--- src/rtl/fpadd_norm_shift_pipe.sv ---
// Purpose: FP adder normalisation stage: LZC of the mantissa sum, full left shift, exponent adjust, zero/underflow flags.
// Latency: 2 cycles from accept to out_valid, one result per cycle.
// Backpressure: elastic valid/ready; in_ready is combinational from out_ready only, stages hold while stalled.
//
// Ports:
//   clk, rst            clock, synchronous active-high reset
//   in_valid/in_ready   input handshake carrying fA (wF+2-bit sum) and eA (exponent)
//   out_valid/out_ready output handshake
//   fR, eR, lzc         normalised mantissa (shifted[wF+1:1]), adjusted exponent, applied shift count
//   zero, underflow     fA was zero; lzc exceeded eA (eR forced to 0)
//   sticky              shifted[0]; only built when FPADD_NORM_STICKY_EN is defined, else tied to 0
module fpadd_norm_shift_pipe #(
  parameter int wE = 4,
  parameter int wF = 5,
  localparam int wLZ = $clog2(wF + 3)
) (
  input  logic           clk,
  input  logic           rst,
  input  logic           in_valid,
  output logic           in_ready,
  input  logic [wF+1:0]  fA,
  input  logic [wE-1:0]  eA,
  output logic           out_valid,
  input  logic           out_ready,
  output logic [wF:0]    fR,
  output logic [wE-1:0]  eR,
  output logic [wLZ-1:0] lzc,
  output logic           zero,
  output logic           underflow,
  output logic           sticky
);

  // Stage A: captured operands plus their leading-zero count
  logic           vA_q;
  logic [wF+1:0]  fA_q;
  logic [wE-1:0]  eA_q;
  logic [wLZ-1:0] lzA_q, lzA_d;

  // Stage B: final results
  logic           vB_q;
  logic [wF:0]    fR_q, fR_d;
  logic [wE-1:0]  eR_q, eR_d;
  logic [wLZ-1:0] lzB_q;
  logic           zero_q, zero_d;
  logic           uf_q, uf_d;
  logic [wF+1:0]  shifted;

  logic advA, advB;

  // A stage may move when it is empty or the stage behind it moves.
  assign advB     = !vB_q || out_ready;
  assign advA     = !vA_q || advB;
  assign in_ready = advA;

  // Leading-zero count: higher set bits overwrite lower ones, so the MSB-most one wins.
  // An all-zero word keeps the default of wF+2.
  always_comb begin
    lzA_d = wLZ'(wF + 2);
    for (int i = 0; i < wF + 2; i++) begin
      if (fA[i]) lzA_d = wLZ'(wF + 1 - i);
    end
  end

  always_ff @(posedge clk) begin
    if (rst) begin
      vA_q  <= 1'b0;
      fA_q  <= '0;
      eA_q  <= '0;
      lzA_q <= '0;
    end else if (advA) begin
      vA_q <= in_valid;
      if (in_valid) begin
        fA_q  <= fA;
        eA_q  <= eA;
        lzA_q <= lzA_d;
      end
    end
  end

  // Shift by the full count; a zero word shifts out to all zeros.
  assign shifted = fA_q << lzA_q;

  always_comb begin
    zero_d = (fA_q == '0);
    fR_d   = shifted[wF+1:1];
    uf_d   = 1'b0;
    eR_d   = '0;
    if (!zero_d) begin
      // Compare at 32 bits so lzc and eA widths need not match.
      if (int'(lzA_q) > int'(eA_q)) begin
        uf_d = 1'b1;
      end else begin
        // No underflow implies lzc <= eA, so truncating lzc to wE bits is lossless.
        eR_d = eA_q - wE'(lzA_q);
      end
    end
  end

  always_ff @(posedge clk) begin
    if (rst) begin
      vB_q   <= 1'b0;
      fR_q   <= '0;
      eR_q   <= '0;
      lzB_q  <= '0;
      zero_q <= 1'b0;
      uf_q   <= 1'b0;
    end else if (advB) begin
      vB_q <= vA_q;
      if (vA_q) begin
        fR_q   <= fR_d;
        eR_q   <= eR_d;
        lzB_q  <= lzA_q;
        zero_q <= zero_d;
        uf_q   <= uf_d;
      end
    end
  end

`ifdef FPADD_NORM_STICKY_EN
  // shifted[0] of a zero word is 0, so sticky is 0 whenever zero is set.
  logic sticky_q;
  always_ff @(posedge clk) begin
    if (rst) begin
      sticky_q <= 1'b0;
    end else if (advB && vA_q) begin
      sticky_q <= shifted[0];
    end
  end
  assign sticky = sticky_q;
`else
  // The dropped LSB has no consumer in this build.
  logic unused_shifted_lsb;
  assign unused_shifted_lsb = shifted[0];
  assign sticky = 1'b0;
`endif

  assign out_valid = vB_q;
  assign fR        = fR_q;
  assign eR        = eR_q;
  assign lzc       = lzB_q;
  assign zero      = zero_q;
  assign underflow = uf_q;

endmodule

--- config.mk ---
export PLATFORM = sky130hd
export DESIGN_NAME = fpadd_norm_shift_pipe
export DESIGN_NICKNAME = d
export VERILOG_FILES = /design/src/rtl/fpadd_norm_shift_pipe.sv
export SDC_FILE = /design/constraint.sdc
export NUM_CORES = 1
export LEC_CHECK = 0
export CORE_MARGIN = 3
export CORE_UTILIZATION = 53
export CTS_BUF_LIST = sky130_fd_sc_hd__clkbuf_16
export CTS_CLUSTER_SIZE = 40
export DETAILED_ROUTE_END_ITERATION = 12
export MAX_ROUTING_LAYER = met4
export PLACE_DENSITY = 0.88
export SLEW_MARGIN = 10
export SYNTH_ARGS = -nofsm -noshare
export SYNTH_HDL_FRONTEND = slang
export SYNTH_SLANG_ARGS = --single-unit
--- constraint.sdc ---
create_clock -name clk -period 4.2 [get_ports clk]
set_input_delay 1.05 -clock clk [delete_from_list [all_inputs] [get_ports clk]]
set_output_delay 1.05 -clock clk [all_outputs]
set_load 0.02 [all_outputs]
==> impl_metrics.tcl, run 1 <==
set metrics [dict create \
    yosysUniqueCellTypes 39 \
    antenna_found_initial 0 \
    clkLatencyLatePin_ns 0.27 \
    drt_iter0_drc 54 \
    min_to "lzc[2]" \
    crit_path_max_fanout 3 \
    die-area_sq_um 3530 \
    r2r_slack_ns 2.04 \
    via_per_inst 5.67 \
    drv_cap 0 \
    syn-instance-count 182 \
    timing.rr.end "eR[3]" \
    cp_slowest_cell "clkdlybuf4s50_1" \
    diodes 0 \
    worstHoldPathCells 2 \
    cts-root-buf "clkbuf_16" \
    grt_pass1_wl_um 5700 \
    hp-start "lzc[2]" \
    drtAntennaViolNets 0 \
    drc 0 \
    regToRegStartpoint "lzA_q[0]" \
    synthSimpleGateAreaFrac_pct 21.5 \
    avgSynthCellArea_sq_um 8.30 \
    worst-path-stages 3 \
    grt_max_degree 18 \
    power_switching_share_pct 24.7 \
    dominantRegCellSynth "dfxtp_1" \
    max_freq_ghz 0.292 \
    dieHeight_um 59.4 \
    setup_viol 0 \
    finalCriticalPeriod_ns 3.43 \
    slowest_delay_ns 0.64 \
    critPathKind "input pin to output port" \
    die_w_um 59.4 \
    place_ws_ns 0.778 \
    synthArstFlopShare_pct 0 \
    ctsHoldBuffers 0 \
    seq_power_share_pct 42.9 \
    max_slew_margin_pct 57.7 \
    core_sq_um 2590 \
    cts_tree "built" \
    place_hpwl_um 2450 \
    hold_class "flip-flop to flip-flop" \
    status "completed" \
    combPwrFrac_pct 13.8 \
    worst_setup_path_end_kind "output port" \
    p_total_uw 756 \
    syn2layout_area_growth_pct 27.6 \
    num_rows 18 \
    leakage_uw 0.000718 \
    multi_input_area_sq_um 779 \
    fin_cells 241 \
    fillers 196 \
    power_switching_uw 187 \
    critical-path-top-delay-family "buffers and inverters" \
    cts.reportedPaths.clkPinSlew_ns 0.05 \
    max-clock-path-buffers 2 \
    yosysWarnings 0 \
    cp_data_arrival_time_ns 2.38 \
    fin_util_pct 74.5 \
    fin_tns_setup_ns 0 \
    path_cells "clkdlybuf4s50_1 -> nand3b_1 -> clkdlybuf4s50_1" \
    slew_viol_final 0 \
    gp_routability_congestion 0.945 \
    intPower_uw 570 \
    post-route-worst-setup-slack_ns 0.772 \
    grt_pass1_vias 1311 \
    critical_path_buf_inv_count 2 \
    overflow 0 \
    rsz0062_at_grt "no" \
    pwr-share-clk_pct 43.3 \
    dp.cells 233 \
    tightest_slew_ns 0.628 \
    cts.sinks 31 \
    synth_top_family_by_area "simple AND/OR/NAND/NOR gates" \
    crit_top_cell "clkdlybuf4s50_1" \
    seq_area_sq_um 621 \
    fin_crit_sh_pct 81.6 \
    start_kind "input pin" \
    portBuffers 31 \
    synthAdderAreaFrac_pct 3.81 \
    hold_viol 0 \
    wl_um 3340 \
    track_usage_pct 22.2 \
    synthesis.area_sq_um 1510 \
    ff2ff_path_depth 5 \
    postCtsResizedCells 0 \
    io-pin-count 33 \
    initial_core_util_pct 58.4 \
    synth_edf_count 0 \
    cts-buffers-inserted 5 \
    cts-htree-levels 2 \
    syn_nets 201 \
    synth_compound_area_share_pct 18.3 \
    vdd_ir_drop_max_mv 0.506 \
    cp.required_ns 3.15 \
    synth_xor_area_share_pct 1.16 \
    ys_seq_elements 31 \
    ys_seq_area_share_pct 41.1 \
    first_pass_iters 5 \
    drive_gt1_share_pct 6.64 \
    vias 1366 \
    synth.area.mux_share_pct 6.54 \
    power_density_nw_per_um2 392 \
    final_nets 229 \
    avgRoutedWirePerCell_um 13.9 \
    finalClockSkew_ns 0.00568 \
    post_cts_buffers 0 \
]
-- logic make-up after synthesis --
family | after synthesis
buf+inv | 21
fa+ha+maj | 4
xor+xnor | 2
compound gates | 43
simple gates | 73
other cells | 1
flops | 31
mux | 7
-- synthesized netlist by cell type (2+ instances only) --
master	n	area [sq um]
a21oi_1	24	120
a211oi_1	2	15.0
nand3_1	3	15.0
buf_6	2	22.5
nand2b_1	2	12.5
o21ai_0	4	20.0
ha_1	3	37.5
buf_2	2	10.0
clkbuf_1	3	11.3
a32oi_1	4	35.0
nor3_1	5	25.0
mux2i_1	5	50.1
buf_4	4	30.0
nand2_1	42	158
inv_1	9	33.8
nand3b_1	4	30.0
nor2_1	12	45.0
dfxtp_1	31	621
-- worst max path at each step --
stage	from	to
5_1_grt	out_ready	in_ready
6_report	out_ready	in_ready
3_3_place_gp	out_ready	in_ready
4_1_cts	out_ready	in_ready
3_5_place_dp	out_ready	in_ready
2_1_floorplan	out_ready	in_ready
-- worst reg2reg max path, delay by kind of cell, from the launching register on --
family | cells | cell delay (ns)
flops | 1 | 0.47
fa+ha+maj | 2 | 0.72
simple gates | 1 | 0.14
compound gates | 2 | 0.75
-- cell usage in the layout, fill, tap and decap left out, types with 2 or more instances in the layout --
master           netlist  final
nand2_1               42     42
dfxtp_1               31     31
clkdlybuf4s50_1        0     31
a21oi_1               24     24
nor2_1                12     12
inv_1                  9     10
mux2i_1                5      5
nor3_1                 5      5
clkbuf_16              0      5
nand3b_1               4      4
o21ai_0                4      4
a32oi_1                4      4
nand3_1                3      3
ha_1                   3      3
nand2b_1               2      2
a211oi_1               2      2
clkinv_1               0      2
-- layer usage --
layer / wire length, um / vias to the layer above / track usage [%]
met5: 0 / - / -
met4: 48 / 0 / 8.74
met3: 212 / 7 / 7.19
met2: 1620 / 45 / 34.8
met1: 1460 / 635 / 26.3
li1: - / 679 / -
-- through the flow --
step           hold WS, ns  area, sq um
2_1_floorplan        0.436         1510
6_report             0.451         1930
3_3_place_gp         0.443         1790
3_5_place_dp         0.447         1790
5_1_grt              0.488         1930
4_1_cts              0.453         1930
-- power by group through the flow --
stage | Clock [uW] | Combinational, uW | Sequential, uW
after floorplan | 0 | 63.0 | 332
after detailed placement | 0 | 103 | 330
after CTS | 334 | 104 | 324
final | 328 | 104 | 324
after global routing | 345 | 115 | 327
after global placement | 0 | 98.9 | 328
-- final cells by class --
type,instances,share of cell area (%)
Multi-Input combinational cell,130,40.4
Sequential cell,31,32.2
Timing Repair Buffer,32,16.5
Clock buffer,5,6.49
Inverter,10,1.95
Tap cell,30,1.95
Clock inverter,3,0.584
-- state kept, by name, summed over array words and instances (netlist names) --
signal     cells
fA_q           7
fR             6
eA_q           4
eR             4
lzA_q          3
lzc            3
out_valid      1
underflow      1
vA_q           1
zero           1
Power figures use the tool's default switching activity.
==> run 2: changes to the inputs <==
--- a/config.mk
+++ b/config.mk
@@ -6,12 +6,12 @@
 export NUM_CORES = 1
 export LEC_CHECK = 0
 export CORE_MARGIN = 3
-export CORE_UTILIZATION = 53
+export CORE_UTILIZATION = 50
 export CTS_BUF_LIST = sky130_fd_sc_hd__clkbuf_16
 export CTS_CLUSTER_SIZE = 40
 export DETAILED_ROUTE_END_ITERATION = 12
 export MAX_ROUTING_LAYER = met4
-export PLACE_DENSITY = 0.88
+export PLACE_DENSITY = 0.84
 export SLEW_MARGIN = 10
 export SYNTH_ARGS = -nofsm -noshare
 export SYNTH_HDL_FRONTEND = slang
==> constraint.sdc (replaced) <==
create_clock -name clk -period 3.2 [get_ports clk]
set_input_delay 0.8 -clock clk [delete_from_list [all_inputs] [get_ports clk]]
set_output_delay 0.8 -clock clk [all_outputs]
set_load 0.02 [all_outputs]
==> run 2 against run 1 <==
  * Cell area is 0.13% higher
  * Hold slack better by 0.00091 ns
  * Via count is 4.4% lower
  * Register-to-register slack worse by 0.90 ns
  * Routed wire length is 1.3% lower
  * First-iteration DRC count is 28% lower
  * Largest power group unchanged
==> impl_metrics.tcl, run 2 (same netlist as run 1, synthesis figures left out) <==
set metrics [dict create \
    status "completed" \
    place_hpwl_um 2420 \
    power_switching_share_pct 25.1 \
    max-clock-path-buffers 2 \
    avgRoutedWirePerCell_um 13.6 \
    combPwrFrac_pct 13.6 \
    cts-htree-levels 2 \
    cts.reportedPaths.clkPinSlew_ns 0.05 \
    dp.cells 234 \
    fin_cells 242 \
    dieHeight_um 61.0 \
    finalClockSkew_ns 0.00323 \
    critPathKind "input pin to output port" \
    ff2ff_path_depth 5 \
    core_sq_um 2830 \
    largest_register_ffs 7 \
    setup_viol 0 \
    cp_data_arrival_time_ns 2.11 \
    first_pass_iters 4 \
    power_switching_uw 251 \
    via_per_inst 5.40 \
    drv_cap 0 \
    final_nets 229 \
    power_density_nw_per_um2 517 \
    postCtsResizedCells 0 \
    die-area_sq_um 3720 \
    hold_ws_ns 0.451 \
    cp.required_ns 2.40 \
    portBuffers 31 \
    leakage_uw 0.000724 \
    grt_max_degree 23 \
    finalCriticalPeriod_ns 2.91 \
    max_freq_ghz 0.344 \
    grt_pass1_wl_um 5550 \
    vdd_ir_drop_max_mv 0.434 \
    crit_path_max_fanout 3 \
    fin_crit_sh_pct 90.9 \
    cts-root-buf "clkbuf_16" \
    place_ws_ns 0.303 \
    worstHoldPathCells 2 \
    diodes 0 \
    drive_gt1_share_pct 7.11 \
    overflow 0 \
    cts_tree "built" \
    vias 1306 \
    num_rows 19 \
    initial_core_util_pct 53.4 \
    track_usage_pct 21.9 \
    hold_viol 0 \
    rsz0062_at_grt "no" \
    seq_power_share_pct 42.5 \
    drc 0 \
    gp_routability_congestion 0.815 \
    max_slew_margin_pct 48.7 \
    layout_commonest_cell "nand2_1" \
    post-route-worst-setup-slack_ns 0.292 \
    drt_iter0_drc 39 \
    wl_um 3300 \
    drtAntennaViolNets 0 \
    layout_common_cells "nand2_1, dfxtp_1, clkdlybuf4s50_1, a21oi_1, nor2_1" \
    tightest_slew_ns 0.767 \
    die_w_um 61.0 \
    intPower_uw 749 \
    start_kind "input pin" \
    slew_viol_final 0 \
    cts-buffers-inserted 5 \
    antenna_found_initial 0 \
    clkLatencyLatePin_ns 0.28 \
    fin_tns_setup_ns 0 \
    grt_pass1_vias 1280 \
    regMostFlops "fA_q" \
    ctsHoldBuffers 0 \
    post_cts_buffers 0 \
    io-pin-count 33 \
    syn2layout_area_growth_pct 27.8 \
    pwr-share-clk_pct 43.9 \
    worst_setup_path_end_kind "output port" \
    cts.sinks 31 \
    hold_class "flip-flop to flip-flop" \
]
-- run 2: cell count changes in the layout (fill, tap and decap cells not counted) --
| cell | previous run | this run |
|---|---|---|
| inv_1 | 10 | 11 |
| clkinv_1 | 2 | 0 |
| clkinv_2 | 0 | 1 |
-- run 2: worst paths after layout --
check	startpoint	to	slack (ns)
worst min-delay path	lzc[0]	lzc[0]	0.45
worst max register to register	lzA_q[0]	eR[3]	1.14
worst max-delay path	out_ready	in_ready	0.29
worst min register to register	lzc[0]	lzc[0]	0.45
-- run 2: worst max-delay path: stages --
cell and delay (ns):
clkdlybuf4s50_1 0.50, nand3b_1 0.18, clkdlybuf4s50_1 0.63
-- run 2: layout make-up --
class                           instances  area, sq um
Clock buffer                            5          125
Timing Repair Buffer                   32          318
Tap cell                               31         38.8
Clock inverter                          3         12.5
Sequential cell                        31          621
Multi-Input combinational cell        130          779
Fill cell                             253          897
Inverter                               10         37.5
-- run 2: power by group through the flow --
stage               Sequential, uW  Clock [uW]  Combinational [uW]
detailed placement             432           0                 136
floorplan                      435           0                82.6
finish                         425         438                 136
global route                   427         465                 151
CTS                            425         450                 137
global placement               431           0                 131
-- run 2: per-stage QoR --
stage	utilization [%]	power (uW)	cell area (sq um)
after floorplan	-	518	1510
after global placement	63.4	561	1790
after detailed placement	63.4	568	1790
after CTS	68.3	1010	1930
after global routing	68.3	1040	1930
final	68.3	1000	1930
-- run 2: layer usage --
metal,routed length [um],share of wire [%],global-route usage [%]
met1,1380,42,23.0
met2,1670,51,35.9
met3,185,5.6,8.30
met4,59,1.8,10.8
met5,0,0,-
==> run 3: changes to the inputs <==
--- a/config.mk
+++ b/config.mk
@@ -5,7 +5,7 @@
 export SDC_FILE = /design/constraint.sdc
 export NUM_CORES = 1
 export LEC_CHECK = 0
-export CORE_MARGIN = 3
+export CORE_MARGIN = 5
 export CORE_UTILIZATION = 50
 export CTS_BUF_LIST = sky130_fd_sc_hd__clkbuf_16
 export CTS_CLUSTER_SIZE = 40
==> run 3 against run 2 <==
  * Global-route usage decreased by 4.0 points
  * Flip-flop and latch count is the same
  * Non-clock buffer count increased by 1
  * Clock skew grew 0.0018 ns
  * Worst setup slack worse by 0.0040 ns
  * Die area up 14%
  * Maximum frequency down 0.14%
  * Core utilization down 3.1 points
  * Power is 0.85% lower
  * Clock power is 2% lower
  * Critical endpoint unchanged
  * Largest power group unchanged
  * Highest routed layer unchanged
==> impl_metrics.tcl, run 3 (same netlist as run 1, synthesis figures left out) <==
set metrics [dict create \
    fin_tns_setup_ns 0 \
    finalCriticalPeriod_ns 2.91 \
    finalClockSkew_ns 0.00503 \
    cp.required_ns 2.40 \
    use_met1_pct 18.8 \
    fin_crit_sh_pct 91.0 \
    ff2ff_path_depth 5 \
    gr-usage-met3_pct 5.72 \
    max-clock-path-buffers 2 \
    post_cts_buffers 0 \
    gp_routability_congestion 0.874 \
    layout_commonest_cell "nand2_1" \
    via_per_inst 5.56 \
    timing.rr.end "eR[3]" \
    crit_top_cell "clkdlybuf4s50_1" \
    leakage_uw 0.000723 \
    final_nets 230 \
    core_sq_um 2980 \
    avgRoutedWirePerCell_um 13.5 \
    portBuffers 31 \
    cts-htree-levels 2 \
    first_pass_iters 4 \
    cts.sinks 31 \
    largest_register_ffs 7 \
    drt_iter0_drc 49 \
    vias 1363 \
    pwr-share-clk_pct 43.2 \
    die-area_sq_um 4220 \
    tightest_slew_ns 0.671 \
    postCtsResizedCells 0 \
    power_switching_uw 242 \
    critPathKind "input pin to output port" \
    combPwrFrac_pct 13.9 \
    vdd_ir_drop_max_mv 0.358 \
    critical-path-top-delay-family "buffers and inverters" \
    diodes 0 \
    drc 0 \
    critical_path_buf_inv_count 2 \
    cts_tree "built" \
    rsz0062_at_grt "no" \
    crit_path_max_fanout 3 \
    worst_setup_path_end_kind "output port" \
    cts-root-buf "clkbuf_16" \
    power_density_nw_per_um2 511 \
    max_slew_margin_pct 55.2 \
    intPower_uw 749 \
    overflow 0 \
    slew_viol_final 0 \
    wl_um 3310 \
    min_to "underflow" \
    regMostFlops "fA_q" \
    layout_common_cells "nand2_1, dfxtp_1, clkdlybuf4s50_1, a21oi_1, nor2_1" \
    grt_max_degree 19 \
    busiest_layer "met2" \
    num_rows 20 \
    syn2layout_area_growth_pct 28.4 \
    max_freq_ghz 0.343 \
    r2r_slack_ns 1.17 \
    hold_class "flip-flop to flip-flop" \
    drive_gt1_share_pct 7.08 \
    start_kind "input pin" \
    clkLatencyLatePin_ns 0.27 \
    drv_cap 0 \
    io-pin-count 33 \
    cts-buffers-inserted 5 \
    cp_data_arrival_time_ns 2.11 \
    cts.reportedPaths.clkPinSlew_ns 0.04 \
    seq_power_share_pct 42.9 \
    hp-start "underflow" \
    power_switching_share_pct 24.5 \
    grt_pass1_vias 1255 \
    path_cells "clkdlybuf4s50_1 -> nand3b_1 -> clkdlybuf4s50_1" \
    use_met2_pct 30.8 \
    grt_pass1_wl_um 5600 \
    hold_viol 0 \
    status "completed" \
    place_hpwl_um 2430 \
    initial_core_util_pct 50.8 \
    p_total_uw 991 \
    worstHoldPathCells 2 \
    dieHeight_um 65.0 \
    setup_viol 0 \
    antenna_found_initial 0 \
    die_w_um 65.0 \
    track_usage_pct 17.9 \
    cp_slowest_cell "clkdlybuf4s50_1" \
    regToRegStartpoint "lzA_q[0]" \
    slowest_delay_ns 0.63 \
    ctsHoldBuffers 0 \
    drtAntennaViolNets 0 \
]
run 3: cell types whose count changed in the layout (fill, tap and decap cells not counted):
cell      change
clkinv_1      +2
buf_4         +1
clkinv_2      -1
inv_1         -1
run 3: worst register-to-register path, stage by stage, from the launching register on:
cell and delay (ns):
dfxtp_1 0.47, ha_1 0.31, fa_1 0.40, o21ai_0 0.46, nand2_1 0.13, o31ai_2 0.18
run 3: power by group through the flow:
stage	combinational, uW	clock (uW)	sequential, uW
final	138	428	425
after CTS	138	436	425
after global placement	133	0	432
after global routing	152	451	428
after detailed placement	138	0	432
after floorplan	82.6	0	435
run 3: worst max path at each step:
stage | start | endpoint | cells past startpoint
3_3_place_gp | out_ready | in_ready | 3
5_1_grt | out_ready | in_ready | 3
6_report | out_ready | in_ready | 3
3_5_place_dp | out_ready | in_ready | 3
2_1_floorplan | out_ready | in_ready | 1
4_1_cts | out_ready | in_ready | 3
run 3: routing by layer:
layer  vias up  wire (um)
met5         -          0
met4         0         68
met3         5        184
met2        30       1670
met1       645       1380
li1        683          -
run 3: area by class of cell:
cell class | count | area, sq um
timing repair buffer | 33 | 325
tap | 33 | 41.3
clock inverter | 3 | 11.3
inverter | 10 | 37.5
multi-input combinational | 130 | 779
clock buffer | 5 | 125
sequential | 31 | 621
fill | 261 | 1040
run 3: through the flow:
step                instance area, sq um  cells  utilization (%)  worst slack [ns]  hold slack, ns
CTS                                 1940    245             65.2             0.281           0.452
global placement                    1800    237             60.6             0.311           0.440
finish                              1940    245             65.2             0.288           0.449
detailed placement                  1800    237             60.6             0.282           0.448
floorplan                           1510    182                -              1.30           0.436
global route                        1940    245             65.2             0.233           0.480
